[config.mk]
export PLATFORM = sky130hd
export DESIGN_NAME = muldiv_unit
export DESIGN_NICKNAME = d
export VERILOG_FILES = /design/src/rtl/rv32im_pkg.sv /design/src/rtl/div_radix8_step.sv /design/src/rtl/muldiv_unit.sv
export SDC_FILE = /design/constraint.sdc
export NUM_CORES = 2
export LEC_CHECK = 0
export CELL_PAD_IN_SITES_DETAIL_PLACEMENT = 1
export CELL_PAD_IN_SITES_GLOBAL_PLACEMENT = 1
export CORE_MARGIN = 8
export CORE_UTILIZATION = 45
export DETAILED_ROUTE_END_ITERATION = 10
export PLACE_DENSITY = 0.82
export SLEW_MARGIN = 15
export SYNTH_ARGS = -nofsm -noshare
export SYNTH_HDL_FRONTEND = slang
export SYNTH_HIERARCHICAL = 1
export SYNTH_SLANG_ARGS = --single-unit
export TNS_END_PERCENT = 1
[constraint.sdc]
create_clock -name clk -period 18.6 [get_ports clk]
set_input_delay 5.58 -clock clk [delete_from_list [all_inputs] [get_ports clk]]
set_output_delay 5.58 -clock clk [all_outputs]
set_load 0.01 [all_outputs]
[src/rtl/rv32im_pkg.sv]
// Shared RV32IM constants: M-extension aluop codes and multiply/divide stall
// lengths, used by both the decoder and muldiv_unit so the two always agree.
package rv32im_pkg;

  localparam logic [4:0] ALU_MUL    = 5'd10;
  localparam logic [4:0] ALU_MULH   = 5'd11;
  localparam logic [4:0] ALU_MULHU  = 5'd12;
  localparam logic [4:0] ALU_MULHSU = 5'd13;
  localparam logic [4:0] ALU_DIV    = 5'd14;
  localparam logic [4:0] ALU_DIVU   = 5'd15;
  localparam logic [4:0] ALU_REM    = 5'd16;
  localparam logic [4:0] ALU_REMU   = 5'd17;

  localparam int MUL_STALL_CYCLES = 3;
  localparam int DIV_STALL_CYCLES = 11;

  typedef enum logic [1:0] {
    IDLE = 2'd0,
    MUL  = 2'd1,
    DIV  = 2'd2
  } md_state_e;

  function automatic logic is_mul_op(input logic [4:0] op);
    return (op >= ALU_MUL) && (op <= ALU_MULHSU);
  endfunction

  function automatic logic is_div_op(input logic [4:0] op);
    return (op >= ALU_DIV) && (op <= ALU_REMU);
  endfunction

endpackage

[src/rtl/div_radix8_step.sv]
// One radix-8 restoring division step: three binary restore sub-steps that
// shift in three dividend bits and produce three quotient bits.
module div_radix8_step (
  input  logic [31:0] rem_in,
  input  logic [2:0]  dvd_bits,
  input  logic [31:0] divisor,
  output logic [2:0]  q_bits,
  output logic [31:0] rem_out
);

  logic [32:0] r;

  // The incoming remainder is below the divisor, so it never needs more than
  // 33 bits after shifting in one dividend bit.
  always_comb begin
    r      = {1'b0, rem_in};
    q_bits = 3'b000;
    for (int i = 2; i >= 0; i--) begin
      r = {r[31:0], dvd_bits[i]};
      if (r >= {1'b0, divisor}) begin
        r         = r - {1'b0, divisor};
        q_bits[i] = 1'b1;
      end
    end
    rem_out = r[31:0];
  end

endmodule

[src/rtl/muldiv_unit.sv]
// RV32M multiply/divide unit: 3-cycle pipelined magnitude multiplier and an
// 11-cycle radix-8 restoring divider sharing one control FSM.
//
// state | meaning
// IDLE  | waiting for start; also the done cycle of the previous operation
// MUL   | partial products registered each cycle, result formed at cnt==1
// DIV   | one radix-8 step per cycle, sign fix-up applied at cnt==1
module muldiv_unit
  import rv32im_pkg::*;
#(
  parameter int MUL_CYCLES = MUL_STALL_CYCLES,
  parameter int DIV_CYCLES = DIV_STALL_CYCLES
) (
  input  logic        clk,
  input  logic        rst_n,
  input  logic        start,
  input  logic [4:0]  aluop,
  input  logic [31:0] portA,
  input  logic [31:0] portB,
  output logic        busy,
  output logic        done,
  output logic [31:0] result
);

  md_state_e   state;
  logic [3:0]  cnt;
  logic [4:0]  op_q;
  logic [31:0] a_q;
  logic [31:0] mag_a_q;
  logic [31:0] mag_b_q;
  logic        neg_q;
  logic        rem_neg_q;
  logic [29:0] dvd_q;
  logic [28:0] quo_q;
  logic [31:0] rem_q;
  logic [31:0] pp_ll, pp_lh, pp_hl, pp_hh;

  logic        a_signed, b_signed, sa, sb;
  logic [31:0] mag_a, mag_b;

  assign a_signed = aluop inside {ALU_MUL, ALU_MULH, ALU_MULHSU, ALU_DIV, ALU_REM};
  assign b_signed = aluop inside {ALU_MUL, ALU_MULH, ALU_DIV, ALU_REM};
  assign sa       = a_signed & portA[31];
  assign sb       = b_signed & portB[31];
  assign mag_a    = sa ? (~portA + 32'd1) : portA;
  assign mag_b    = sb ? (~portB + 32'd1) : portB;

  // The first division step runs in the start cycle straight from the ports,
  // which is what lets 11 steps fit into an 11-cycle latency.
  logic [31:0] step_rem_in, step_div, step_rem;
  logic [2:0]  step_bits, step_q;

  assign step_rem_in = (state == DIV) ? rem_q : 32'd0;
  assign step_bits   = (state == DIV) ? dvd_q[29:27] : {1'b0, mag_a[31:30]};
  assign step_div    = (state == DIV) ? mag_b_q : mag_b;

  div_radix8_step u_step (
    .rem_in   (step_rem_in),
    .dvd_bits (step_bits),
    .divisor  (step_div),
    .q_bits   (step_q),
    .rem_out  (step_rem)
  );

  logic [63:0] prod_mag, prod;
  logic [31:0] mul_res;

  assign prod_mag = {32'd0, pp_ll}
                  + ({32'd0, pp_lh} << 16)
                  + ({32'd0, pp_hl} << 16)
                  + {pp_hh, 32'd0};
  assign prod     = neg_q ? (~prod_mag + 64'd1) : prod_mag;
  assign mul_res  = (op_q == ALU_MUL) ? prod[31:0] : prod[63:32];

  logic [31:0] quo_mag, quo, remv, div_res;
  logic        div_by_zero;

  assign quo_mag     = {quo_q, step_q};
  assign quo         = neg_q ? (~quo_mag + 32'd1) : quo_mag;
  assign remv        = rem_neg_q ? (~step_rem + 32'd1) : step_rem;
  assign div_by_zero = (mag_b_q == 32'd0);

  always_comb begin
    div_res = quo;
    if (op_q inside {ALU_DIV, ALU_DIVU}) begin
      div_res = div_by_zero ? 32'hFFFF_FFFF : quo;
    end else begin
      div_res = div_by_zero ? a_q : remv;
    end
  end

  always_ff @(posedge clk or negedge rst_n) begin
    if (!rst_n) begin
      state     <= IDLE;
      cnt       <= 4'd0;
      busy      <= 1'b0;
      done      <= 1'b0;
      result    <= 32'd0;
      op_q      <= 5'd0;
      a_q       <= 32'd0;
      mag_a_q   <= 32'd0;
      mag_b_q   <= 32'd0;
      neg_q     <= 1'b0;
      rem_neg_q <= 1'b0;
      dvd_q     <= 30'd0;
      quo_q     <= 29'd0;
      rem_q     <= 32'd0;
      pp_ll     <= 32'd0;
      pp_lh     <= 32'd0;
      pp_hl     <= 32'd0;
      pp_hh     <= 32'd0;
    end else begin
      done <= 1'b0;
      case (state)
        IDLE: begin
          if (start && (is_mul_op(aluop) || is_div_op(aluop))) begin
            op_q      <= aluop;
            a_q       <= portA;
            mag_a_q   <= mag_a;
            mag_b_q   <= mag_b;
            neg_q     <= sa ^ sb;
            rem_neg_q <= sa;
            busy      <= 1'b1;
            if (is_mul_op(aluop)) begin
              state <= MUL;
              cnt   <= 4'(MUL_CYCLES - 1);
            end else begin
              state <= DIV;
              cnt   <= 4'(DIV_CYCLES - 1);
              rem_q <= step_rem;
              quo_q <= {26'd0, step_q};
              dvd_q <= mag_a[29:0];
            end
          end
        end
        MUL: begin
          pp_ll <= {16'd0, mag_a_q[15:0]}  * {16'd0, mag_b_q[15:0]};
          pp_lh <= {16'd0, mag_a_q[15:0]}  * {16'd0, mag_b_q[31:16]};
          pp_hl <= {16'd0, mag_a_q[31:16]} * {16'd0, mag_b_q[15:0]};
          pp_hh <= {16'd0, mag_a_q[31:16]} * {16'd0, mag_b_q[31:16]};
          if (cnt == 4'd1) begin
            result <= mul_res;
            done   <= 1'b1;
            busy   <= 1'b0;
            state  <= IDLE;
            cnt    <= 4'd0;
          end else begin
            cnt <= cnt - 4'd1;
          end
        end
        DIV: begin
          rem_q <= step_rem;
          quo_q <= {quo_q[25:0], step_q};
          dvd_q <= {dvd_q[26:0], 3'b000};
          if (cnt == 4'd1) begin
            result <= div_res;
            done   <= 1'b1;
            busy   <= 1'b0;
            state  <= IDLE;
            cnt    <= 4'd0;
          end else begin
            cnt <= cnt - 4'd1;
          end
        end
        default: begin
          state <= IDLE;
          busy  <= 1'b0;
          cnt   <= 4'd0;
        end
      endcase
    end
  end

endmodule

==> flow_metrics.tcl <==
set metrics [dict create \
    dpl_ws_ps -137.9 \
    clk-insertion-delay-late_ps 660 \
    grt_first_pass_wirelength_mm 361.2 \
    multiInputGateArea_mm2 0.04855 \
    coreArea_mm2 0.1392 \
    maximum_frequency_from_static_timing_analysis_mhz 55.90 \
    drtIter0Drc 3581 \
    die_height_um 389.9 \
    first_pass_iters 7 \
    finalCriticalPeriod_ps 17890 \
    final_common_cell "sky130_fd_sc_hd__inv_1" \
    dp_hpwl_mm 180.0 \
    fin_setup_tns_ps 0 \
    yosys_warnings 6 \
    die_width_um 389.9 \
    netlist.top_cell.by_area "sky130_fd_sc_hd__fa_1" \
    netlist-cell-type-count 116 \
    cts_buffer_depth 3 \
    seqCellArea_mm2 0.009037 \
    post-route-drc-count 0 \
    hold_crit_depth 1 \
    worst-setup-path-type "input pin to register" \
    routed_wl_mm 234.4 \
    share_of_the_synthesized_area_in_the_top_cell_type_pct 25.84 \
    clkSinkCount 361 \
    critical_path.endpoint_type "register" \
    final_worst_path_setup_slack_ps 710.8 \
    final_antenna_net_count 0 \
    run_status "completed" \
    place.port_buffers 105 \
    setup_viol 0 \
    finClkSkew_ps 75.02 \
    max_slew.worst_pin.slew_ps 1095 \
    cp_num_buf_inv 8 \
    drive_above_1_share_pct 11.56 \
    critical_path_at_ps 18430 \
    holdBufCountCts 0 \
    filler_cell_count 16380 \
    tritoncts "done" \
    reg2regPathDepth 48 \
    cts.htree.levels 2 \
    floorplan.rows 137 \
    antenna_found_initial 8 \
    maxSlewHeadroom_pct 26.81 \
    hold-worst-slack_ps 479.8 \
    post_synth_main_area_contributors "sky130_fd_sc_hd__fa_1 (26%), sky130_fd_sc_hd__dfrtp_1 (14%), sky130_fd_sc_hd__ha_1 (11%), sky130_fd_sc_hd__inv_1 (6.2%), sky130_fd_sc_hd__nand2_1 (5.4%)" \
    post_drt_wl_per_cell_um 25.27 \
    report.final.slew_viol_count 0 \
    rsz0062_at_grt "false" \
    data_required_time_at_the_worst_endpoint_ps 19140 \
    avgViaCountPerCell 5.841 \
    timing.critical_path.slowest_cell_delay_ps 560 \
    slowest_cp_cell "sky130_fd_sc_hd__or4_1" \
    synth_top_flop_cell "sky130_fd_sc_hd__dfrtp_1" \
    area_growth_syn_to_fin_pct 10.25 \
    grt_overflow 0 \
    design.final.nets 8801 \
    clk_transition_reported_paths_ps 70 \
    max-cap-violations 0 \
    critical_path.top_delay_family "simple AND/OR/NAND/NOR gates" \
    cts_buffers 44 \
    ys_seq_area_share_pct 14.36 \
    timing.critical_path.from_type "input pin" \
    synth_seq_cells 361 \
    routed-via-count 54190 \
    root_buffer "sky130_fd_sc_hd__clkbuf_16" \
    final_min_period_over_clock_period_pct 96.18 \
    synth_cell_area_mm2 0.06292 \
    hold_violations 0 \
    synth_area_per_inst_um2 8.724 \
    synth.net_count 8651 \
    layout_common_cells "sky130_fd_sc_hd__inv_1 (1042), sky130_fd_sc_hd__nand2_1 (913), sky130_fd_sc_hd__fa_1 (812)" \
    first_global_vias 60920 \
    routabilityCongestion 1.001 \
    type_of_the_most_critical_hold_path "register to register" \
    design.die.area_mm2 0.1520 \
    finalCoreUtilization_pct 49.84 \
    grtUsageTotal_pct 30.61 \
    grt_max_degree 75 \
    num_io_pins 106 \
    synth-edff-count 0 \
    start_util_pct 45.20 \
    worstSetupPathDepth 54 \
    syn_inst 7212 \
    cp_max_fo 24 \
    asyncSetResetFlopFracSynth_pct 100.0 \
]
[repair_timing]
| item | CTS | global route |
|---|---|---|
| resized for setup | 0 | 10 |
| endpoints found under the setup margin | 0 | 16 |
| buffers inserted | 0 | 2 |
[cells by family (layout without fill, tap and decap cells)]
family                   count (synthesis)  count (layout)  share of synthesized area [%]
flip-flops                             361             361                          14.36
adder cells (fa/ha/maj)               1367            1367                          36.87
AND/OR/NAND/NOR                       2213            2213                          17.39
other                                    0               5                              0
buffers and inverters                 1429            1614                          8.645
XOR/XNOR                               366             366                          5.131
multiplexers                           306             306                          5.562
AO/OA/AOI/OAI                         1170            1170                          12.04
[per-stage QoR]
| stage | area, um^2 | instances |
|---|---|---|
| 3_5_place_dp | 67770 | 9190 |
| 6_report | 69370 | 9278 |
| 2_1_floorplan | 62920 | 7212 |
| 4_1_cts | 69300 | 9271 |
| 3_3_place_gp | 67770 | 9190 |
| 5_1_grt | 69360 | 9275 |
[state kept, by name, summed over array words and instances (netlist names), 31 cells and up]
| register | count |
|---|---|
| mag_a_q | 31 |
| pp_lh | 32 |
| mag_b_q | 32 |
| result | 32 |
| a_q | 32 |
| rem_q | 32 |
| pp_ll | 32 |
| pp_hh | 32 |
| pp_hl | 32 |
[area by class of cell]
| cell class | count | share of cell area [%] |
|---|---|---|
| diodes | 5 | 0.01804 |
| well taps | 1876 | 3.384 |
| clock inverters | 23 | 0.4257 |
| multi-input cells | 5422 | 69.99 |
| clock buffers | 58 | 1.778 |
| inverters | 1046 | 5.662 |
| repair buffers | 487 | 5.716 |
| flip-flops and latches | 361 | 13.03 |
[worst reg2reg max path: cells and delay by family (launching register included)]
| family | cells | cell delay, ps |
|---|---|---|
| compound gates | 19 | 4240 |
| xor+xnor | 1 | 180 |
| fa+ha+maj | 4 | 1290 |
| buf+inv | 9 | 1860 |
| flops | 1 | 440 |
| mux | 3 | 1140 |
| simple gates | 12 | 3170 |
[final timing paths]
path | startpoint | to | slack (ps)
worst min register to register | dvd_q[24] | dvd_q[24] | 480
worst min-delay path | dvd_q[24] | dvd_q[24] | 480
worst max-delay path | portB[4] | result[29] | 710
worst max register to register | state[0] | result[29] | 6140
max in group asynchronous | rst_n | mag_a_q[10] | 11630
min in group asynchronous | rst_n | mag_b_q[31] | 4910
[synthesized netlist by cell type (42+ instances only)]
cell / number
sky130_fd_sc_hd__nand3_1: 89
sky130_fd_sc_hd__and2_1: 532
sky130_fd_sc_hd__clkbuf_1: 344
sky130_fd_sc_hd__inv_1: 1042
sky130_fd_sc_hd__ha_1: 555
sky130_fd_sc_hd__a21o_1: 112
sky130_fd_sc_hd__nor3_1: 75
sky130_fd_sc_hd__nand2b_1: 51
sky130_fd_sc_hd__nand4_1: 42
sky130_fd_sc_hd__o21ai_0: 314
sky130_fd_sc_hd__dfrtp_1: 361
sky130_fd_sc_hd__fa_1: 812
sky130_fd_sc_hd__xor2_1: 129
sky130_fd_sc_hd__xnor2_1: 234
sky130_fd_sc_hd__nand2_1: 913
sky130_fd_sc_hd__mux2_2: 261
sky130_fd_sc_hd__nor2_1: 281
sky130_fd_sc_hd__or3_1: 44
sky130_fd_sc_hd__a21oi_1: 291
sky130_fd_sc_hd__o31ai_1: 58
sky130_fd_sc_hd__a211oi_1: 50
[routing by layer]
metal	share of wire (%)	global-route usage, %	routed length [um]	vias to the layer above
met3	6.2	4.673	14580	647
met2	48	52.27	112600	1849
met4	7.0	17.26	16450	2
met1	39	36.88	90830	27970
li1	-	-	-	23720
met5	0.0047	0	11	-
Power is left out: the tool's default activity adds up to more than one toggle a clock period on the data nets, which glitch-free logic cannot reach.
